<file path="src/rtl/risc_regfile_sb.sv">
// RiSC-16 register file: parametrised array with internal write-back source select,
// same-cycle write-to-read bypass and a pending-write scoreboard driving issue stalls.
module risc_regfile_sb #(
  parameter  int unsigned DATA_W   = 16,
  parameter  int unsigned NUM_REGS = 8,
  localparam int unsigned ADDR_W   = $clog2(NUM_REGS)
) (
  input  logic                clk,
  input  logic                rst_n,
  input  logic [ADDR_W-1:0]   rB,
  input  logic [ADDR_W-1:0]   rA,
  input  logic [ADDR_W-1:0]   rC,
  input  logic                src2_sel,
  output logic [DATA_W-1:0]   reg_out1,
  output logic [DATA_W-1:0]   reg_out2,
  input  logic                wb_we,
  input  logic [ADDR_W-1:0]   wb_addr,
  input  logic [1:0]          wb_tgt,
  input  logic [DATA_W-1:0]   mem_out,
  input  logic [DATA_W-1:0]   alu_out,
  input  logic [DATA_W-1:0]   wb_pc,
  input  logic                issue_valid,
  input  logic                issue_we,
  input  logic [ADDR_W-1:0]   issue_dest,
  output logic                hazard,
  output logic [NUM_REGS-1:0] busy
);

  localparam logic [1:0] TGT_MEM = 2'b00;
  localparam logic [1:0] TGT_ALU = 2'b01;
  localparam logic [1:0] TGT_PC1 = 2'b10;

  logic [DATA_W-1:0]   regs_q [NUM_REGS];
  logic [NUM_REGS-1:0] busy_q;
  logic [NUM_REGS-1:0] busy_d;
  logic [DATA_W-1:0]   wb_data;
  logic                wb_commit;
  logic                wb_clear;
  logic [ADDR_W-1:0]   src2_addr;
  logic                issue_set;

  // A register is not pending if it is R0 or is being written back this cycle.
  function automatic logic is_pending(input logic [ADDR_W-1:0]   a,
                                      input logic [NUM_REGS-1:0] bz,
                                      input logic                we,
                                      input logic [ADDR_W-1:0]   wa);
    return (a != '0) && bz[a] && !(we && (a == wa));
  endfunction

  always_comb begin
    wb_data = '0;
    unique case (wb_tgt)
      TGT_MEM: wb_data = mem_out;
      TGT_ALU: wb_data = alu_out;
      TGT_PC1: wb_data = wb_pc + DATA_W'(1);
      default: wb_data = '0;
    endcase
  end

  assign wb_commit = wb_we && (wb_addr != '0) && (wb_tgt != 2'b11);
  assign wb_clear  = wb_we && (wb_addr != '0);
  assign src2_addr = src2_sel ? rA : rC;

  // Bypassed combinational read ports.
  always_comb begin
    reg_out1 = '0;
    reg_out2 = '0;
    if (rB != '0) begin
      reg_out1 = (wb_commit && (rB == wb_addr)) ? wb_data : regs_q[rB];
    end
    if (src2_addr != '0) begin
      reg_out2 = (wb_commit && (src2_addr == wb_addr)) ? wb_data : regs_q[src2_addr];
    end
  end

  always_comb begin
    hazard = 1'b0;
    if (issue_valid) begin
      hazard = is_pending(rB, busy_q, wb_we, wb_addr)
            || is_pending(src2_addr, busy_q, wb_we, wb_addr)
            || (issue_we && is_pending(issue_dest, busy_q, wb_we, wb_addr));
    end
  end

  assign issue_set = issue_valid && issue_we && (issue_dest != '0) && !hazard;

  // Clear before set so a same-cycle set on the same register wins.
  always_comb begin
    busy_d = busy_q;
    if (wb_clear) begin
      busy_d[wb_addr] = 1'b0;
    end
    if (issue_set) begin
      busy_d[issue_dest] = 1'b1;
    end
    busy_d[0] = 1'b0;
  end

  always_ff @(posedge clk) begin
    if (!rst_n) begin
      busy_q <= '0;
    end else begin
      busy_q <= busy_d;
    end
  end

  always_ff @(posedge clk) begin
    for (int i = 0; i < int'(NUM_REGS); i++) begin
      if (!rst_n) begin
        regs_q[i] <= '0;
      end else if (wb_commit && (wb_addr == ADDR_W'(i))) begin
        regs_q[i] <= wb_data;
      end
    end
  end

  assign busy = busy_q;

endmodule

</file>
<file path="config.mk">
export PLATFORM = sky130hd
export DESIGN_NAME = risc_regfile_sb
export DESIGN_NICKNAME = d
export VERILOG_FILES = /design/src/rtl/risc_regfile_sb.sv
export SDC_FILE = /design/constraint.sdc
export NUM_CORES = 1
export LEC_CHECK = 0
export BUFFER_PORTS_ARGS = -buffer_cell sky130_fd_sc_hd__buf_4
export CORE_MARGIN = 5
export CORE_UTILIZATION = 36
export DETAILED_ROUTE_END_ITERATION = 8
export GPL_ROUTABILITY_DRIVEN = 0
export SLEW_MARGIN = 20
export SYNTH_ARGS = -nofsm -noshare
export SYNTH_HDL_FRONTEND = slang
export SYNTH_SLANG_ARGS = --single-unit
</file>
<file path="constraint.sdc">
create_clock -name clk -period 3.2 [get_ports clk]
set_input_delay 0.16 -clock clk [delete_from_list [all_inputs] [get_ports clk]]
set_output_delay 0.16 -clock clk [all_outputs]
set_load 0.01 [all_outputs]
</file>
Yosys cells after proc, flatten, opt, wreduce, memory -nomap -nowiden
Memory sizes are Yosys's and may differ from the RTL's.
Index checks and enable logic that the tools add are counted.
W data, S select, Z words.
{"block": "totals", "mem_bits_rw": 128, "elab_cells": 125, "ff_bits": 8, "input_bits": 71, "n_memories": 1}
{"block": "op_classes", "n_lt_le_gt_ge": 6, "bitwise_logic": 11, "n_addsub": 1, "n_eq_ne": 13, "n_reduce_logical": 39, "n_mux": 52}
{"name": "regs_q", "words": 8, "word_bits": 16, "read_ports": 2, "rd_ports_with_merged_regs": 0, "wr": 8, "line_no": "33", "text": "logic [DATA_W-1:0] regs_q [NUM_REGS];"}
{"operator": "$mux W16", "n": 12}
{"operator": "$pmux W16 S3", "n": 1}
{"operator": "$mux W1", "n": 31}
{"operator": "$logic_and A1 B1 Y1", "n": 27}
{"operator": "$add A16 B1 Y16 const B", "n": 1}
{"operator": "$lt A3 B4 Y1 const B", "n": 4}
{"operator": "$mux W8", "n": 2}
{"operator": "$eq A3 B3 Y1 const B", "n": 4}
{"operator": "$reduce_bool A3 Y1", "n": 4}
{"operator": "$bmux W1 S3", "n": 3}
{"operator": "$eq A3 B3 Y1", "n": 3}
{"operator": "$and A8 B8 Y8", "n": 1}
{"operator": "$not A8 Y8", "n": 1}
{"operator": "$or A1 B1 Y1", "n": 8}
{"operator": "$or A8 B8 Y8", "n": 1}
{"operator": "$demux W1 S3", "n": 2}
{"operator": "$eq A3 B2 Y1 const B", "n": 2}
{"operator": "$ge A3 B1 Y1 const B", "n": 2}
{"operator": "$logic_not A1 Y1", "n": 4}
{"operator": "$eq A3 B1 Y1 const B", "n": 1}
{"operator": "$logic_not A3 Y1", "n": 1}
{"operator": "$mux W3", "n": 1}
{"operator": "$eq A2 B1 Y1 const B", "n": 1}
{"operator": "$eq A2 B2 Y1 const B", "n": 1}
{"operator": "other kinds (3)", "n": 4}

Longest topological paths before layout
{"block": "depth", "depth_word": 11, "depth_mapped": 9, "ltp_nobuf": 7}

Worst setup path after synthesis
OpenSTA, ideal clock, no wires.
{"block": "synth_path", "kind": "input -> register", "start": "input port wb_addr[1]", "end": "memory regs_q[6][0] (enable)", "required_time_ps": 2789, "arrival_time_ps": 2006, "path_buffers": 2, "setup_ps": 411, "path_stages": 4, "slack_ps": 783, "path_cell_list": "clkbuf_1 > buf_1 > nand2_1 > o21ai_0"}
{"element": "start, declared", "line_no": "17", "text": "input logic [ADDR_W-1:0] wb_addr,"}
{"element": "end, declared", "line_no": "33"}

Worst setup path in the final report
{"block": "layout_path", "start": "input port src2_sel", "end": "output port reg_out2[2]"}
{"block": "layout_via", "elab_chain_cells": 5, "elab_cells_between_ends": 7, "classes_between": "eq/ne (1); mux (3); reduce/logical (2); memory (1)"}
{"element": "start, declared", "line_no": "13", "text": "input logic src2_sel,"}
{"element": "$mux W3 (*)", "line_no": "62", "text": "assign src2_addr = src2_sel ? rA : rC;"}
{"element": "branches (longest 3 deep; another with $mem_v2 Z8 W16)"}
{"element": "$mux W16 (*)", "line_no": "71", "text": "if (src2_addr != '0) begin"}
{"element": "end, declared", "line_no": "15", "text": "output logic [DATA_W-1:0] reg_out2,"}
Every way passes the cells marked *.

==> flow_summary.yaml <==
clock_tree:
  insertion_delay_ps: 420
  cts.sinks: 135
  post-cts-setup-buffer-count: 0
  cts_resized: 0
  cts-root-buf: "clkbuf_16"
  numCtsBuffers: 17
  clk_path_buf_depth: 2
  cts_tree: "done"
  cts-htree-levels: 4
  path_clk_slew_ps: 60
critical_path:
  crit_fanout: 67
  end_kind: "primary output"
  slowest_stage: "a311oi_1"
  crit_buf_inv: 3
  path_delay_family: "compound AO/OA/AOI/OAI gates"
  path_cells: "buf_4 > mux2i_4 > buf_12 > nand2_1 > and3_1 > a311oi_1 > a311oi_1 > a211oi_1 > buf_4"
  worstPathArrival_ps: 2290
  start_kind: "input port"
  crit_type: "in2out"
  max_stage_delay_ps: 550
  worst-endpoint-required_ps: 3040
yosys:
  syn_area_sq_um: 8280
  yosysTopAreaCell: "edfxtp_1"
  synth-edff-count: 128
  syn_area_per_cell_sq_um: 9.41
  synth_warnings: 0
  ys_async_sr_fraction_pct: 0
  syn_inst: 880
  yosysTopAreaCellShare_pct: 46.4
  yosysMostFrequentCell: "nand2_1"
  synth_area_leaders: "edfxtp_1, nand2_1, nor2_1, a311oi_1, mux2i_1"
  dominantRegCellSynth: "edfxtp_1"
  yosys_register_bits: 135
  yosysUniqueCellTypes: 64
  seq_area_frac_synth_pct: 48.1
  ys_top_cells_by_count: "nand2_1, nor2_1, edfxtp_1"
global_route:
  grt_pass1_vias: 6686
  antenna_found_initial: 0
  grt_max_degree: 68
  grt_pass1_wl_microns: 39300
  grt_use_total_pct: 19.2
  gr-total-overflow: 0
route:
  route.detailed.drc: 0
  drt_iter0_drc: 806
  avgViaCountPerCell: 5.60
  vias: 7074
  drt-pass1-iter-count: 5
  totalWireLength_microns: 25000
  wire_per_inst_microns: 19.8
  ant_nets: 0
timing:
  fmax_ghz: 0.409
  holdWs_ps: 20.2
  finalHoldViolCount: 0
  rsz0062_at_grt: "no"
  fin_skew_ps: 1.26
  setup_violations: 0
  slew_headroom_pct: 37.7
  worstMarginPinSlew_ps: 914
  min_period_ps: 2450
  slew_violations: 0
  period_share_pct: 76.5
  worst_slack_ps: 752
  setup_tns_ps: 0
finish:
  final_area_sq_um: 9930
  utilization_pct: 43.9
  instances_no_fill: 1264
  area_growth_syn_to_layout_pct: 20.0
  drive_gt1_share_pct: 21.9
  antenna_cells: 0
  fillers: 2168
  nets: 1038
pwr:
  vdd_drop_max_v: 0.000324
  p_leak_nw: 3.70
  finalPower_mw: 4.95
  power_density_nw_per_um2: 498
placed_design:
  hpwlAfterDp_microns: 17900
  dp_cells: 1231
  portBuffers: 110
  place_ws_ps: 790
  placed_area_sq_um: 9350
floorplanning:
  die_y_microns: 162
  start_util_pct: 36.6
  die_area_sq_um: 26100
  core-area_sq_um: 22600
  die_w_microns: 162
  boundaryPins: 112
  rows: 55
job:
  max_cap_violations: 0
hold_path:
  hold_path.class: "in2reg"
status:
  outcome: "completed"
==> power breakdown <==
part	total [mW]	internal, mW	leakage, nW	switching (mW)
registers	2.12	2.05	1.29	0.0697
logic	0.959	0.395	2.14	0.564
clock network	1.87	1.08	0.269	0.788
total	4.95	3.53	3.70	1.42
==> state kept, by name (all words and copies together) (netlist names) <==
signal and flops:
busy 7, regs_q 128
==> repair_timing <==
| item | in CTS | in global routing |
|---|---|---|
| hold buffers | 1 | 0 |
| setup endpoints to repair | 0 | 0 |
| endpoints found under the hold margin | 3 | 0 |
==> final cells by class <==
type	instances	area (sq um)	area share, %
multi-input cells	668	3960	39.9
repair buffers	134	1020	10.3
flip-flops and latches	135	3980	40.1
clock inverters	15	143	1.44
well taps	285	357	3.59
clock buffers	17	425	4.28
inverters	10	37.5	0.378
==> cells in the final DEF, fill, tap and decap left out, types with 4 or more instances in the layout <==
cell type,n
nand2b_1,4
xor2_1,7
clkbuf_16,17
a211oi_1,18
mux2_2,22
mux4_2,4
dfxtp_1,7
conb_1,17
o21ai_0,19
and3_1,22
nor3_1,6
edfxtp_1,128
buf_4,132
o221ai_1,19
inv_1,8
clkinvlp_4,4
xnor2_1,16
nand2_1,159
o21ai_1,8
mux2i_1,25
nand4_1,6
o22ai_1,7
a31oi_1,7
o211ai_1,5
inv_6,5
nand3_1,46
a311oi_1,30
nor2_1,136
o22a_1,13
a21oi_1,26
==> per-layer routing <==
layer,share of wire (%),wire length (microns),global-route usage [%]
met1,46,11500,29.1
met2,43,10800,28.4
met3,9.2,2300,3.29
met4,1.6,406,5.31
met5,0,0,0
==> cells by family (layout without fill, tap and decap cells) <==
family	count (synthesis)	in the layout	synth area share [%]
and+or+nand+nor	394	394	20.2
buffers and inverters	93	176	5.14
DFF	135	135	48.1
AOI/OAI and AO/OA	178	178	16.0
xor gates and xnor gates	23	23	2.43
other	1	17	0.0453
adders and majority gates	1	1	0.151
muxes	55	55	7.84
==> final timing paths <==
kind                            slack (ps)     startpoint           to  cells past startpoint
worst min register to register         550        busy[4]      busy[4]                      2
worst max-delay path                   750       src2_sel  reg_out2[2]                      9
worst max register to register        1350        busy[7]      busy[7]                      6
worst min-delay path                    20  issue_dest[2]      busy[2]                      2
Note: power is estimated with default switching activity, not from simulation.
